`config.mk`:
```
export PLATFORM = sky130hd
export DESIGN_NAME = fetch_queue
export DESIGN_NICKNAME = d
export VERILOG_FILES = /design/src/rtl/fetch_queue.sv
export SDC_FILE = /design/constraint.sdc
export NUM_CORES = 1
export LEC_CHECK = 0
export CAP_MARGIN = 20
export CORE_MARGIN = 2
export CORE_UTILIZATION = 44
export DETAILED_ROUTE_END_ITERATION = 7
export PLACE_DENSITY = 0.68
export SETUP_SLACK_MARGIN = 0.15
export SLEW_MARGIN = 20
export SYNTH_ARGS = -nofsm -noshare
export SYNTH_HDL_FRONTEND = slang
export SYNTH_SLANG_ARGS = --single-unit
```
`constraint.sdc`:
```
create_clock -name clk -period 2.3 [get_ports clk]
set_input_delay 0.345 -clock clk [delete_from_list [all_inputs] [get_ports clk]]
set_output_delay 0.345 -clock clk [all_outputs]
set_load 0.01 [all_outputs]
```
`src/rtl/fetch_queue.sv`:
```
// Show-ahead instruction queue between the icache response path and IF/ID.
// Flush empties the queue and can arm a one-shot discard of a stale in-flight response.
module fetch_queue #(
  parameter  int unsigned DEPTH = 4,
  localparam int unsigned PTR_W = $clog2(DEPTH)
) (
  input  logic             clk,
  input  logic             rst,
  input  logic             flush_i,
  input  logic             fetch_busy_i,
  input  logic             push_i,
  input  logic [31:0]      push_pc_i,
  input  logic [31:0]      push_instr_i,
  input  logic             push_btb_hit_i,
  input  logic [1:0]       push_pred_outcome_i,
  input  logic [31:0]      push_pred_pc_i,
  output logic             ready_o,
  input  logic             pop_i,
  output logic             valid_o,
  output logic [31:0]      pc_o,
  output logic [31:0]      instr_o,
  output logic             btb_hit_o,
  output logic [1:0]       pred_outcome_o,
  output logic [31:0]      pred_pc_o,
  output logic [PTR_W:0]   count_o,
  output logic             overflow_o
);

  localparam int unsigned CNT_W = PTR_W + 1;
  localparam logic [CNT_W-1:0] FULL_CNT = CNT_W'(DEPTH);

  typedef struct packed {
    logic [31:0] pc;
    logic [31:0] instr;
    logic        btb_hit;
    logic [1:0]  pred_outcome;
    logic [31:0] pred_pc;
  } entry_t;

  localparam entry_t ENTRY_RST = '{pc: 32'h0, instr: 32'h0, btb_hit: 1'b0,
                                   pred_outcome: 2'b01, pred_pc: 32'h0};

  entry_t             mem [DEPTH];
  entry_t             head;
  entry_t             wr_entry;
  logic [PTR_W-1:0]   wr_ptr_q, wr_ptr_d;
  logic [PTR_W-1:0]   rd_ptr_q, rd_ptr_d;
  logic [CNT_W-1:0]   count_q, count_d;
  logic               drop_q, drop_d;
  logic               overflow_q, overflow_d;
  logic               push_ok, pop_ok;

  assign ready_o = (count_q != FULL_CNT);
  assign valid_o = (count_q != '0);
  assign count_o = count_q;
  assign overflow_o = overflow_q;

  assign push_ok = push_i & ready_o & ~flush_i & ~drop_q;
  assign pop_ok  = pop_i & valid_o & ~flush_i;

  assign wr_entry = '{pc: push_pc_i, instr: push_instr_i, btb_hit: push_btb_hit_i,
                      pred_outcome: push_pred_outcome_i, pred_pc: push_pred_pc_i};

  // Head fields are read straight out of storage; no write-to-read bypass.
  assign head           = mem[rd_ptr_q];
  assign pc_o           = head.pc;
  assign instr_o        = head.instr;
  assign btb_hit_o      = head.btb_hit;
  assign pred_outcome_o = head.pred_outcome;
  assign pred_pc_o      = head.pred_pc;

  // Next-state for pointers, occupancy, stale-drop and overflow flags.
  always_comb begin
    wr_ptr_d   = wr_ptr_q;
    rd_ptr_d   = rd_ptr_q;
    count_d    = count_q;
    drop_d     = drop_q;
    overflow_d = overflow_q;

    if (flush_i) begin
      wr_ptr_d = '0;
      rd_ptr_d = '0;
      count_d  = '0;
      // A push arriving with the flush is the stale response itself.
      drop_d   = (drop_q | fetch_busy_i) & ~push_i;
    end else begin
      if (drop_q && push_i) drop_d = 1'b0;
      if (push_i && !drop_q && !ready_o) overflow_d = 1'b1;
      if (push_ok) wr_ptr_d = wr_ptr_q + PTR_W'(1);
      if (pop_ok)  rd_ptr_d = rd_ptr_q + PTR_W'(1);
      unique case ({push_ok, pop_ok})
        2'b10:   count_d = count_q + CNT_W'(1);
        2'b01:   count_d = count_q - CNT_W'(1);
        default: count_d = count_q;
      endcase
    end
  end

  // Control state register.
  always_ff @(posedge clk or negedge rst) begin
    if (!rst) begin
      wr_ptr_q   <= '0;
      rd_ptr_q   <= '0;
      count_q    <= '0;
      drop_q     <= 1'b0;
      overflow_q <= 1'b0;
    end else begin
      wr_ptr_q   <= wr_ptr_d;
      rd_ptr_q   <= rd_ptr_d;
      count_q    <= count_d;
      drop_q     <= drop_d;
      overflow_q <= overflow_d;
    end
  end

  // Entry storage.
  always_ff @(posedge clk or negedge rst) begin
    if (!rst) begin
      for (int i = 0; i < DEPTH; i++) mem[i] <= ENTRY_RST;
    end else if (push_ok) begin
      mem[wr_ptr_q] <= wr_entry;
    end
  end

endmodule
```
==> out/results.ini, run 1 <==
[critical_path]
worstPathMaxFanout=9
worst_ep_required_time_ns=1.96
cp-end-kind=output port
worstPathCellList=buf_6 > buf_12 > buf_12 > buf_6 > mux4_2 > buf_6
cp_num_cells=6
crit_arrival_ns=2.20
critPathLaunch=rd_ptr_q[0]
cp-start-kind=flop
rr_worst_depth=7
slowest_delay_ns=0.52
cpLargestDelayFamily=buffers and inverters
critPathKind=reg2out
worst-path-buf-inv=5
slowest_stage=dfrtp_4
path_common_cell=buf_6
rr_startpoint=count_o[2]

[clock_tree]
cts_sinks=405
path_clk_slew_ns=0.06
cts_root_buf=clkbuf_16
cts_inserted_buffers=45
cts_tree=done
clkLatencyLatePin_ns=0.55
cts_buffer_depth=3
h-tree-depth=2

[synth]
synth_ff_type=dfrtp_1
synth_cell_types=34
synth_top_area_cell=dfrtp_1
syn_area_um2=17600
synthCells=1010
synth-edff-count=0
yosys_warnings=0
synthTopCellsByArea=dfrtp_1, mux2_2, mux4_2
async_reset_ff_share_pct=100
synth_top_area_share_pct=57.2
seq_area_frac_synth_pct=57.8
synth_seq_cells=405
avgSynthCellArea_um2=17.4
synth.net_count=1120

[timing]
tns_ns=-14.28
worst_slack_ns=-0.249
setup_viol=92
hold_violations=0
worst_slew_pin_slew_ns=0.404
period_share_pct=111
fmax_ghz=0.392
maxSlewViolCount=0
fin_crit_ns=2.55
max_slew_margin_pct=73.1
rsz0062_at_grt=true
finClkSkew_ns=0.0122

[die]
start_util_pct=44.4
core_area_um2=39500
io_pins=210
die_area_um2=41500
row_count=73
die-width_um=204
fp.dieH_um=204

[pwr]
leakage_nw=10.3
power_density_nw_per_um2=1350
power.total_mw=31.2
vdd_ir_drop_max_mv=0.705

[routing]
via_count=9961
viasPerCell=5.31
route.met2.wl_um=18500
drt.antenna.violating_nets=0
wl_per_cell_um=20.7
route.met3.wl_um=2160
drtIter0Drc=381
firstDrtPassIters=4
top_layer=met4
wl_met1_um=17600
drc=0
wl_um=38900

[hold_path]
hold_class=in2async

[cells_and_area]
fin_util_pct=58.5
fin_nets=1428
layout-drive-gt1-share_pct=57.7
areaGrowthSynthToFinish_pct=31.9

[outcome]
outcome=finished with violations
violations=setup timing

[place]
post-dp-hpwl_um=24400
place.gp.congestion=0.718
post-place-ws_ns=-0.178
io_buffers=209

[run]
drv_cap=0

[global_routing]
grt_pass1_vias=10900
antenna_found_initial=2
track_usage_pct=19.3
grt_max_degree=58
gr-total-overflow=0
grt_pass1_wl_um=61700

[cell usage in the layout, fill, tap and decap left out, types with 4 or more instances in the layout]
master | netlist | final
dfrtp_1 | 401 | 398
mux2_2 | 358 | 358
buf_6 | 5 | 110
clkdlybuf4s50_1 | 0 | 107
mux4_2 | 99 | 99
clkbuf_16 | 0 | 46
buf_12 | 0 | 38
buf_4 | 1 | 37
mux2_4 | 20 | 20
mux2_1 | 20 | 20
clkbuf_8 | 0 | 11
clkbuf_1 | 10 | 9
buf_2 | 28 | 9
clkbuf_2 | 0 | 9
clkinv_2 | 0 | 8
buf_16 | 0 | 6
nand2_1 | 5 | 5
nor2_1 | 6 | 5
nand2_4 | 2 | 4
ha_1 | 4 | 4
buf_8 | 0 | 4
dfstp_2 | 4 | 4
[worst register-to-register path, stage by stage (launching register included)]
cell and delay [ns]:
dfrtp_1 0.38, or3_4 0.40, nand2_1 0.14, nor3_2 0.08
fa_2 0.38, or3_1 0.31, a21o_1 0.16, a31oi_1 0.11
[path summary, 6_finish.rpt]
path                       slack (ns)            end
setup / recovery                -0.25  pred_pc_o[11]
hold / removal                   0.29        mem[18]
setup reg to reg                 0.27     count_o[2]
hold reg to reg                  0.48       mem[188]
max in group asynchronous        1.19       mem[258]
min in group clk                 0.36         drop_q
[power breakdown]
part / leakage (nW) / internal [mW] / switching [mW] / total (mW)
logic: 4.56 / 8.13 / 4.35 / 12.5
clock network: 0.727 / 4.28 / 2.83 / 7.12
registers: 5.06 / 10.2 / 1.44 / 11.6
total: 10.3 / 22.6 / 8.62 / 31.2
[Yosys cell counts (5+ instances only)]
cell type,n
nand2_1,5
buf_1,20
nor2_1,6
buf_2,28
mux4_2,99
mux2_4,20
clkbuf_1,10
dfrtp_1,401
mux2_2,358
mux2_1,20
buf_6,5
[per-layer routing]
layer  GRT usage (%)  vias up
met3            4.47       39
met2            30.3      186
met4            5.01        0
met5               0        -
met1            27.1     5333
li1                -     4403
[cell families (layout without fill, tap and decap cells)]
| kind of cell | count (synthesis) | count (layout) | synth area share [%] |
|---|---|---|---|
| and+or+nand+nor | 24 | 24 | 0.770 |
| adders and majority gates | 5 | 5 | 0.399 |
| xor gates and xnor gates | 3 | 3 | 0.150 |
| buffers and inverters | 67 | 407 | 1.87 |
| AOI/OAI and AO/OA | 8 | 8 | 0.321 |
| other | 0 | 1 | 0 |
| muxes | 498 | 498 | 38.7 |
| DFF | 405 | 405 | 57.8 |
[final cells by class]
class                      count  area (µm²)
antenna                        1        2.50
clock buffer                  65        1310
clock inverter                14         155
fill                        3073       16400
inverter                       3        11.3
multi-input combinational    538        7120
sequential                   405       10100
tap                          525         657
timing repair buffer         325        3750
[repair_timing]
item,in CTS,in global routing
hold endpoints to repair,37,0
hold buffers,1,0
gates resized for setup,444,96
buffers inserted,26,24
gates cloned,6,1
endpoints found under the setup margin,101,99
[per-stage QoR]
step	cells	area (µm²)	hold slack, ns
after floorplan	1010	17600	0.0494
after global placement	1738	20900	0.280
after detailed placement	1738	20900	0.283
after CTS	1850	22700	0.271
after global routing	1875	23200	0.301
final	1876	23200	0.294
[registers in the layout (all words and copies together), names as in the netlist]
name and count:
count_o 3, drop_q 1, mem 396, overflow_o 1
rd_ptr_q 2, wr_ptr_q 2
(Power assumes the default switching activity.)
==> run 2: changes to the inputs <==
--- a/config.mk
+++ b/config.mk
@@ -9,7 +9,7 @@
 export CORE_MARGIN = 2
 export CORE_UTILIZATION = 44
 export DETAILED_ROUTE_END_ITERATION = 7
-export PLACE_DENSITY = 0.68
+export PLACE_DENSITY = 0.75
 export SETUP_SLACK_MARGIN = 0.15
 export SLEW_MARGIN = 20
 export SYNTH_ARGS = -nofsm -noshare
==> constraint.sdc (replaced) <==
create_clock -name clk -period 2.9 [get_ports clk]
set_input_delay 0.435 -clock clk [delete_from_list [all_inputs] [get_ports clk]]
set_output_delay 0.435 -clock clk [all_outputs]
set_load 0.01 [all_outputs]
==> out/results.ini, run 2 (synthesis results as in run 1) <==
[outcome]
outcome=finished, final reports clean  ; was finished with violations

[global_routing]
grt_pass1_vias=10800  ; was 10,900
grt_max_degree=82  ; was 58
gr-total-overflow=0  ; unchanged
grt_pass1_wl_um=61200  ; was 61,700 µm
antenna_found_initial=1  ; was 2
track_usage_pct=19.1  ; was 19.3%

[place]
place.gp.congestion=0.762  ; was 0.718
dp.cells=1713  ; was 1,738
post-place-ws_ns=0.206  ; was -0.178 ns
io_buffers=209  ; unchanged
post-dp-hpwl_um=23400  ; was 24,400 µm

[routing]
drt.antenna.violating_nets=0  ; unchanged
wl_per_cell_um=21.2  ; was 20.7 µm
drtIter0Drc=372  ; was 381
wl_um=38300  ; was 38,900 µm
viasPerCell=5.40  ; was 5.31
via_count=9735  ; was 9,961
drc=0  ; unchanged
firstDrtPassIters=4  ; unchanged

[timing]
maxSlewViolCount=0  ; unchanged
max_slew_margin_pct=55.0  ; was 73.1%
period_share_pct=90.8
rsz0062_at_grt=false  ; was true
tns_ns=0  ; was -14.28 ns
hold_violations=0  ; unchanged
worst_slew_pin_slew_ns=0.675  ; was 0.404 ns
finClkSkew_ns=0.0150  ; was 0.0122 ns
fmax_ghz=0.380
fin_crit_ns=2.63
setup_viol=0  ; was 92
worst_slack_ns=0.265  ; was -0.249 ns

[pwr]
power.total_mw=22.8  ; was 31.2 mW
p_sw_mw=6.45  ; was 8.62 mW
power_density_nw_per_um2=1030  ; was 1350 nW/µm²
pwr-share-clk_pct=23.7  ; was 22.8%
vdd_ir_drop_max_mv=0.654  ; was 0.705 mV
leakage_nw=9.89  ; was 10.3 nW
pwr-share-seq_pct=40.7  ; was 37.3%
combPwrFrac_pct=35.6  ; was 39.9%
p_sw_share_pct=28.4  ; was 27.6%
internal_power_mw=16.3  ; was 22.6 mW

[cells_and_area]
instances_no_fill=1804  ; was 1,876
largest_register_ffs=396  ; unchanged
top_register=mem  ; unchanged
final_common_cell=dfrtp_1  ; unchanged
layout-drive-gt1-share_pct=47.1  ; was 57.7%
insertedDiodeCount=0  ; was 1
layout_common_cells=dfrtp_1, mux2_2, clkdlybuf4s50_1, mux4_2, dlygate4sd2_1  ; was dfrtp_1, mux2_2, buf_6, clkdlybuf4s50_1, mux4_2
fin_nets=1355  ; was 1,428
areaGrowthSynthToFinish_pct=25.5  ; was 31.9%

[clock_tree]
clkLatencyLatePin_ns=0.55  ; about the same
cts_root_buf=clkbuf_16  ; unchanged
cts_inserted_buffers=45  ; unchanged
cts_buffer_depth=3  ; unchanged
h-tree-depth=2  ; unchanged
cts_sinks=405  ; unchanged
cts_tree=done  ; unchanged
path_clk_slew_ns=0.05  ; was 0.06 ns

[die]
die-width_um=204  ; unchanged
start_util_pct=44.4  ; unchanged
die_area_um2=41500  ; unchanged
row_count=73  ; unchanged
core_area_um2=39500  ; unchanged
fp.dieH_um=204  ; unchanged
io_pins=210  ; unchanged

[hold_path]
hold_class=in2reg  ; was in2async
holdPathStages=2
hold_start=push_i
whs_endpoint=drop_q

[critical_path]
worst_ep_required_time_ns=2.47  ; was 1.96 ns
cp-end-kind=output port  ; unchanged
crit_arrival_ns=2.20  ; about the same
rr_worst_depth=7  ; unchanged
worstPathCellList=buf_12 > buf_16 > mux4_2 > dlygate4sd2_1  ; was buf_6 > buf_12 > buf_12 > buf_6 > mux4_2 > buf_6
critPathKind=reg2out  ; unchanged
slowest_stage=mux4_2  ; was dfrtp_4
cpLargestDelayFamily=buffers and inverters  ; unchanged
worstPathMaxFanout=13  ; was 9
rr_startpoint=count_o[2]  ; unchanged
worst-path-buf-inv=3  ; was 5
slowest_delay_ns=0.55  ; was 0.52 ns
rrSetupSlack_ns=0.60  ; was 0.27 ns
worstReg2RegEnd=count_o[2]  ; unchanged
cp-start-kind=flop  ; unchanged

[run]
drv_cap=0  ; unchanged

-- run 2: cell type report --
cell class	count	area, µm²
tap	525	657
clock buffer	68	1330
timing repair buffer	252	2710
fill	3089	17500
multi-input combinational	538	7090
clock inverter	13	80.1
sequential	405	10100
inverter	3	11.3
-- run 2: through the flow --
step	util [%]	hold WS, ns	cell area [µm²]
finish	55.7	0.448	22000
global route	55.7	0.435	22000
CTS	55.7	0.412	22000
detailed placement	51.8	0.446	20500
global placement	51.8	0.433	20500
floorplan	-	0.139	17600
-- run 2: how the worst max path moves through the flow --
stage / startpoint / end / slack [ns] / depth (start not counted)
4_1_cts: rd_ptr_q[0] / pred_outcome_o[1] / 0.01 / 4
3_5_place_dp: push_i / count_o[2] / 0.21 / 8
3_3_place_gp: push_i / count_o[2] / 0.22 / 8
6_report: rd_ptr_q[0] / pc_o[4] / 0.27 / 4
2_1_floorplan: flush_i / count_o[2] / 0.54 / 8
5_1_grt: rd_ptr_q[0] / pc_o[4] / 0.16 / 4
-- run 2: power groups by stage --
stage / combinational [mW] / sequential (mW) / clock, mW
floorplan: 5.21 / 8.90 / 0
global placement: 8.36 / 9.20 / 0
detailed placement: 8.54 / 9.35 / 0
CTS: 8.30 / 9.26 / 5.57
global route: 8.71 / 9.56 / 5.80
finish: 8.10 / 9.26 / 5.40
-- run 2: what timing repair did --
| action | 4_1_cts | 5_1_grt |
|---|---|---|
| gates cloned | 5 | 0 |
| endpoints found under the hold margin | 54 | 0 |
| gates resized for setup | 95 | 14 |
| hold buffers | 1 | 0 |
| buffers inserted | 4 | 0 |
| setup endpoints to repair | 97 | 34 |
-- run 2: layer usage --
metal	part of all wire [%]	vias up	track usage, %	wire length [µm]
li1	-	4263	-	-
met1	45	5210	26.2	17400
met2	47	209	30.1	17900
met3	6.3	51	5.56	2410
met4	1.7	2	4.41	633
met5	0.029	-	0	11
